===== config.mk =====
export PLATFORM = sky130hd
export DESIGN_NAME = fifo_type_2_sync_mc
export DESIGN_NICKNAME = d
export VERILOG_FILES = /design/src/rtl/fifo_type_2_pkg.sv /design/src/rtl/fifo_type_2_channel_ctrl.sv /design/src/rtl/fifo_type_2_sync_mc.sv
export SDC_FILE = /design/constraint.sdc
export NUM_CORES = 1
export LEC_CHECK = 0
export CAP_MARGIN = 20
export CORE_MARGIN = 1.5
export CORE_UTILIZATION = 38
export CTS_CLUSTER_SIZE = 28
export DETAILED_ROUTE_END_ITERATION = 8
export PLACE_DENSITY = 0.64
export SLEW_MARGIN = 15
export SYNTH_ARGS = -nofsm -noshare
export SYNTH_HDL_FRONTEND = slang
export SYNTH_HIERARCHICAL = 1
export SYNTH_SLANG_ARGS = --single-unit

===== constraint.sdc =====
create_clock -name clk -period 3.8 [get_ports clk]
set_input_delay 0.76 -clock clk [delete_from_list [all_inputs] [get_ports clk]]
set_output_delay 0.76 -clock clk [all_outputs]
set_load 0.01 [all_outputs]

===== src/rtl/fifo_type_2_pkg.sv =====
// fifo_type_2_pkg: shared types, read-mode constants and width helper for fifo_type_2_sync_mc.
package fifo_type_2_pkg;
  localparam string FWFT_TRUE = "true";
  localparam string FWFT_FALSE = "false";
  localparam int DEF_ADDRESS_WIDTH = 3;
  localparam int DEF_NUM_CHANNELS = 4;
  function automatic int clog2_min1(input int n);
    return (n <= 1) ? 1 : $clog2(n);
  endfunction
  typedef logic [clog2_min1(DEF_NUM_CHANNELS)-1:0] ch_idx_t;
  typedef logic [DEF_ADDRESS_WIDTH:0] occ_t;
endpackage


===== src/rtl/fifo_type_2_channel_ctrl.sv =====
// fifo_type_2_channel_ctrl: one channel's pointers, occupancy counter and status flag decode.
module fifo_type_2_channel_ctrl
  import fifo_type_2_pkg::*;
#(
  parameter int AddressWidth = 3,
  parameter int AlmostFullThreshold = 7,
  parameter int AlmostEmptyThreshold = 1
) (
  input  logic                    clk,
  input  logic                    rst,
  input  logic                    wr_en,
  input  logic                    rd_en,
  output logic [AddressWidth-1:0] wptr,
  output logic [AddressWidth-1:0] rptr,
  output logic                    full,
  output logic                    empty,
  output logic                    almost_full,
  output logic                    almost_empty
);
  localparam logic [AddressWidth:0] DepthV = {1'b1, {AddressWidth{1'b0}}};
  localparam logic [AddressWidth:0] AfTh = (AddressWidth+1)'(AlmostFullThreshold);
  localparam logic [AddressWidth:0] AeTh = (AddressWidth+1)'(AlmostEmptyThreshold);
  logic [AddressWidth:0] occ;
  always_ff @(posedge clk) begin
    if (rst) begin
      wptr <= '0;
      rptr <= '0;
      occ  <= '0;
    end else begin
      if (wr_en) wptr <= wptr + 1'b1;
      if (rd_en) rptr <= rptr + 1'b1;
      if (wr_en != rd_en) occ <= wr_en ? occ + 1'b1 : occ - 1'b1;
    end
  end
  always_comb begin
    full         = occ == DepthV;
    empty        = occ == '0;
    almost_full  = occ >= AfTh;
    almost_empty = occ <= AeTh;
  end
endmodule


===== src/rtl/fifo_type_2_sync_mc.sv =====
// fifo_type_2_sync_mc: single-clock multi-channel FIFO with shared storage, FWFT or registered read.
// Optional sticky overflow/underflow outputs when FIFO_TYPE_2_ERR_EN is defined.
module fifo_type_2_sync_mc
  import fifo_type_2_pkg::*;
#(
  parameter int    DataWidth = 32,
  parameter int    AddressWidth = 3,
  parameter int    NumChannels = 4,
  parameter string FirstWordFallThrough = FWFT_TRUE,
  parameter int    AlmostFullThreshold = 2**AddressWidth - 1,
  parameter int    AlmostEmptyThreshold = 1,
  localparam int   ChW = clog2_min1(NumChannels)
) (
  input  logic                   clk,
  input  logic                   rst,
  input  logic                   wr_req,
  input  logic [ChW-1:0]         wr_channel,
  input  logic [DataWidth-1:0]   wr_data,
  output logic [NumChannels-1:0] wr_full,
  output logic [NumChannels-1:0] wr_almost_full,
  input  logic                   rd_req,
  input  logic [ChW-1:0]         rd_channel,
  output logic [DataWidth-1:0]   rd_data,
  output logic                   rd_valid,
  output logic [NumChannels-1:0] rd_empty,
  output logic [NumChannels-1:0] rd_almost_empty
`ifdef FIFO_TYPE_2_ERR_EN
  ,
  output logic                   err_overflow,
  output logic                   err_underflow
`endif
);
  localparam int Depth = 2**AddressWidth;
  localparam bit Fwft = FirstWordFallThrough == FWFT_TRUE;
  logic [DataWidth-1:0] mem [NumChannels*Depth];
  logic [AddressWidth-1:0] wptr [NumChannels];
  logic [AddressWidth-1:0] rptr [NumChannels];
  logic [NumChannels-1:0] wr_sel, rd_sel;
  logic wr_acc, rd_avail, rd_acc;
  logic [DataWidth-1:0] head;
  // Fullness/emptiness come from the pre-edge counters, so a same-cycle pop never frees room for a write.
  always_comb begin
    wr_acc   = wr_req && (int'(wr_channel) < NumChannels) && !wr_full[wr_channel];
    rd_avail = (int'(rd_channel) < NumChannels) && !rd_empty[rd_channel];
    rd_acc   = rd_req && rd_avail;
    wr_sel   = wr_acc ? NumChannels'(1) << wr_channel : '0;
    rd_sel   = rd_acc ? NumChannels'(1) << rd_channel : '0;
    head     = mem[{rd_channel, rptr[rd_channel]}];
  end
  for (genvar i = 0; i < NumChannels; i++) begin : g_ch
    fifo_type_2_channel_ctrl #(
      .AddressWidth(AddressWidth),
      .AlmostFullThreshold(AlmostFullThreshold),
      .AlmostEmptyThreshold(AlmostEmptyThreshold)
    ) u_ctrl (
      .clk(clk),
      .rst(rst),
      .wr_en(wr_sel[i]),
      .rd_en(rd_sel[i]),
      .wptr(wptr[i]),
      .rptr(rptr[i]),
      .full(wr_full[i]),
      .empty(rd_empty[i]),
      .almost_full(wr_almost_full[i]),
      .almost_empty(rd_almost_empty[i])
    );
  end
  always_ff @(posedge clk) begin
    if (!rst && wr_acc) mem[{wr_channel, wptr[wr_channel]}] <= wr_data;
  end
  if (Fwft) begin : g_fwft
    always_comb begin
      rd_data  = head;
      rd_valid = rd_avail;
    end
  end else begin : g_std
    always_ff @(posedge clk) begin
      if (rst) begin
        rd_data  <= '0;
        rd_valid <= 1'b0;
      end else begin
        rd_valid <= rd_acc;
        if (rd_acc) rd_data <= head;
      end
    end
  end
`ifdef FIFO_TYPE_2_ERR_EN
  always_ff @(posedge clk) begin
    if (rst) begin
      err_overflow  <= 1'b0;
      err_underflow <= 1'b0;
    end else begin
      if (wr_req && !wr_acc) err_overflow <= 1'b1;
      if (rd_req && !rd_acc) err_underflow <= 1'b1;
    end
  end
`endif
endmodule


==> results.cfg <==
[status]
outcome = finished, violations left
failed_checks = negative setup slack

[sta]
setup_violations = 11
finalHoldViolCount = 0
rsz0062_at_grt = yes
min_period_ns = 3.877
fin_crit_sh_pct = 102.0
tns_ns = -0.3542
setup_ws_ns = -0.07677
worst_slew_pin_slew_ns = 1.109
max_clock_freq_mhz = 257.9
slew_headroom_pct = 25.85
drv_slew = 0
fin_skew_ns = 0.06246

[setup_path]
slowest_delay_ns = 0.60
startpoint_type = register
r2r-end = mem[4][30]
r2r_slack_ns = 0.47
crit_type = reg2out
cp-end-kind = output pin
r2r-start = g_ch[3].u_ctrl/occ[0]
path_cells = mux4_2 > buf_12 > buf_16 > and2_4 > a211oi_2 > a31oi_1 > o221ai_2 > nand4_1 > buf_2
worst_ep_arrival_time_ns = 3.12
required_ns = 3.04
rr_worst_depth = 10
cpMaxStageDelayCell = mux4_2
crit_fanout = 6

[yosys]
yosysSeqAreaShare_pct = 74.48
synthTopCellsByCount = 1,024 x edfxtp_1, 838 x nand2_1, 196 x nand3_1
syn-num-nets = 3225
syn_inst = 3161
synthTopCellsByArea = edfxtp_1 73%, nand2_1 7.4%, nand3_1 2.3%
ys_warn_count = 6
ys_ff_latch = 1064
synth_area_mm2 = 0.04236
avgSynthCellArea_um2 = 13.40
ys_types = 52
synth_most_common_cell = edfxtp_1
async_reset_ff_share_pct = 0
synth_top_area_cell = edfxtp_1
ys.flop_type = edfxtp_1
synth_top_area_share_pct = 72.59
synth_edf_count = 1024

[die]
boundaryPins = 89
die_h_um = 336.9
rows = 122
die_w_um = 336.9
initial_core_util_pct = 38.27
dieArea_mm2 = 0.1135
core_area_mm2 = 0.1107

[place]
portBuffers = 88
post_dp_cell_area_mm2 = 0.04804
routabilityCongestion = 0.8400
place_inst = 4845
hpwlAfterDp_um = 74240

[cells_and_area]
fin_nets = 3588
fin_area_mm2 = 0.05330
fin_cells = 5103
multi_input_area_mm2 = 0.01074
drive_above_1_share_pct = 21.29
fillCellCount = 9311
area_growth_pct = 25.83
seq_area_mm2 = 0.03157

[cts]
clkSinkCount = 1064
clockRootBuffer = clkbuf_16
h-tree-depth = 3
clock_path_buffers = 3
cts_tree = yes
hold_buffers = 0
clkLatencyLatePin_ns = 0.70
cts_buffers = 105
clk_transition_reported_paths_ns = 0.06

[power]
max-vdd-ir-drop_v = 0.0004320
leakage_nw = 18.25
total_power_mw = 24.87
power_density_mw_per_mm2 = 466.6

[detailed_routing]
drt_iter0_drc = 2988
drc = 0
ant_nets = 0
first_pass_iters = 5
vias_per_cell = 5.570
wl_met3_um = 11610
met2WireLength_um = 62020
totalWireLength_um = 130800
met1_length_um = 50890
vias = 28430
top_layer_used = met5
wire_per_inst_um = 25.63

[worst_hold_path]
min-delay-start = g_ch[2].u_ctrl/wptr[1]
min_to = g_ch[2].u_ctrl/wptr[1]
hp-class = reg2reg
hold_depth = 2

[global_routing]
antenna_found_initial = 7
grt_max_degree = 60
grtUsageTotal_pct = 22.83
grt_remaining_overflow = 0
grt_pass1_wl_um = 188200
grt_pass1_vias = 27400

[run]
drv_cap = 0
-- state kept, by name (all words and copies together) (netlist names) --
name and cells:
g_ch.u_ctrl/rptr 12, g_ch.u_ctrl/wptr 12, g_ch.u_ctrl/occ 16, mem 1024
-- metal layers --
layer,vias up,track usage (%)
met5,-,0
met4,2,9.919
met3,308,3.853
met2,1435,37.16
met1,14250,30.14
li1,12430,-
-- worst max-delay path, delay by kind of cell (launching register included) --
family	cells	cell delay, ns
compound gates	3	0.50
buf+inv	3	0.58
flops	1	0.32
mux	1	0.60
simple gates	2	0.46
-- kinds of logic (layout without fill, tap and decap cells) --
family	after synthesis	in the layout	share of synthesized area (%)
AO/OA/AOI/OAI	395	395	5.807
other	0	3	0
XOR/XNOR	20	20	0.4135
AND/OR/NAND/NOR	1403	1403	14.79
multiplexers	44	44	1.385
buffers and inverters	211	662	2.410
flip-flops	1064	1064	74.48
adder cells (fa/ha/maj)	24	24	0.7089
-- worst max-delay path by stage --
stage                      startpoint         end  slack [ns]  cells past startpoint
2_1_floorplan   g_ch[3].u_ctrl/occ[0]  mem[16][0]       -0.24                      9
3_3_place_gp            rd_channel[1]  rd_data[0]       -0.92                     11
3_5_place_dp            rd_channel[1]  rd_data[0]       -0.89                     11
4_1_cts        g_ch[3].u_ctrl/rptr[2]  rd_data[2]        -0.1                      9
5_1_grt        g_ch[3].u_ctrl/rptr[2]  rd_data[9]       -0.14                      9
6_report       g_ch[3].u_ctrl/rptr[2]  rd_data[9]       -0.08                      9
-- where the power goes --
group	leakage (nW)	total [mW]	switching [mW]	internal (mW)
sequential	9.54	12.9	0.0293	12.9
combinational	6.97	1.27	0.796	0.475
clock	1.74	10.7	4.51	6.16
total	18.3	24.9	5.33	19.5
-- stage by stage --
stage,setup WS (ns),utilization [%],hold WS [ns]
5_1_grt,-0.1362,48.16,0.5666
3_3_place_gp,-0.9158,43.41,0.5051
2_1_floorplan,-0.2406,-,0.4816
3_5_place_dp,-0.8909,43.41,0.5153
4_1_cts,-0.09785,47.64,0.5293
6_report,-0.07677,48.16,0.5267
-- placed cells by master, fill, tap and decap left out, drive strengths merged, types with 39 or more instances in the layout --
| cell | count |
|---|---|
| a211oi | 39 |
| a21oi | 156 |
| a31oi | 95 |
| buf | 395 |
| clkbuf | 123 |
| clkdlybuf4s50 | 52 |
| clkinv | 55 |
| dfxtp | 40 |
| edfxtp | 1024 |
| nand2 | 838 |
| nand3 | 196 |
| nand4 | 64 |
| nor2 | 139 |
-- repair_timing --
action / in CTS / in global routing
setup endpoints to repair: 32 / 32
cloned: 12 / 3
pin swaps: 67 / 58
hold endpoints to repair: 0 / 0
gates resized for setup: 277 / 77
setup buffers: 33 / 8
-- layout make-up --
cell class / count / area share, %
inverter: 14 / 0.09860
tap: 1488 / 3.493
clock buffer: 119 / 5.087
multi-input combinational: 1886 / 20.14
sequential: 1064 / 59.23
antenna: 3 / 0.01409
clock inverter: 76 / 1.561
timing repair buffer: 453 / 10.37
Note: power is estimated with default switching activity, not from simulation.
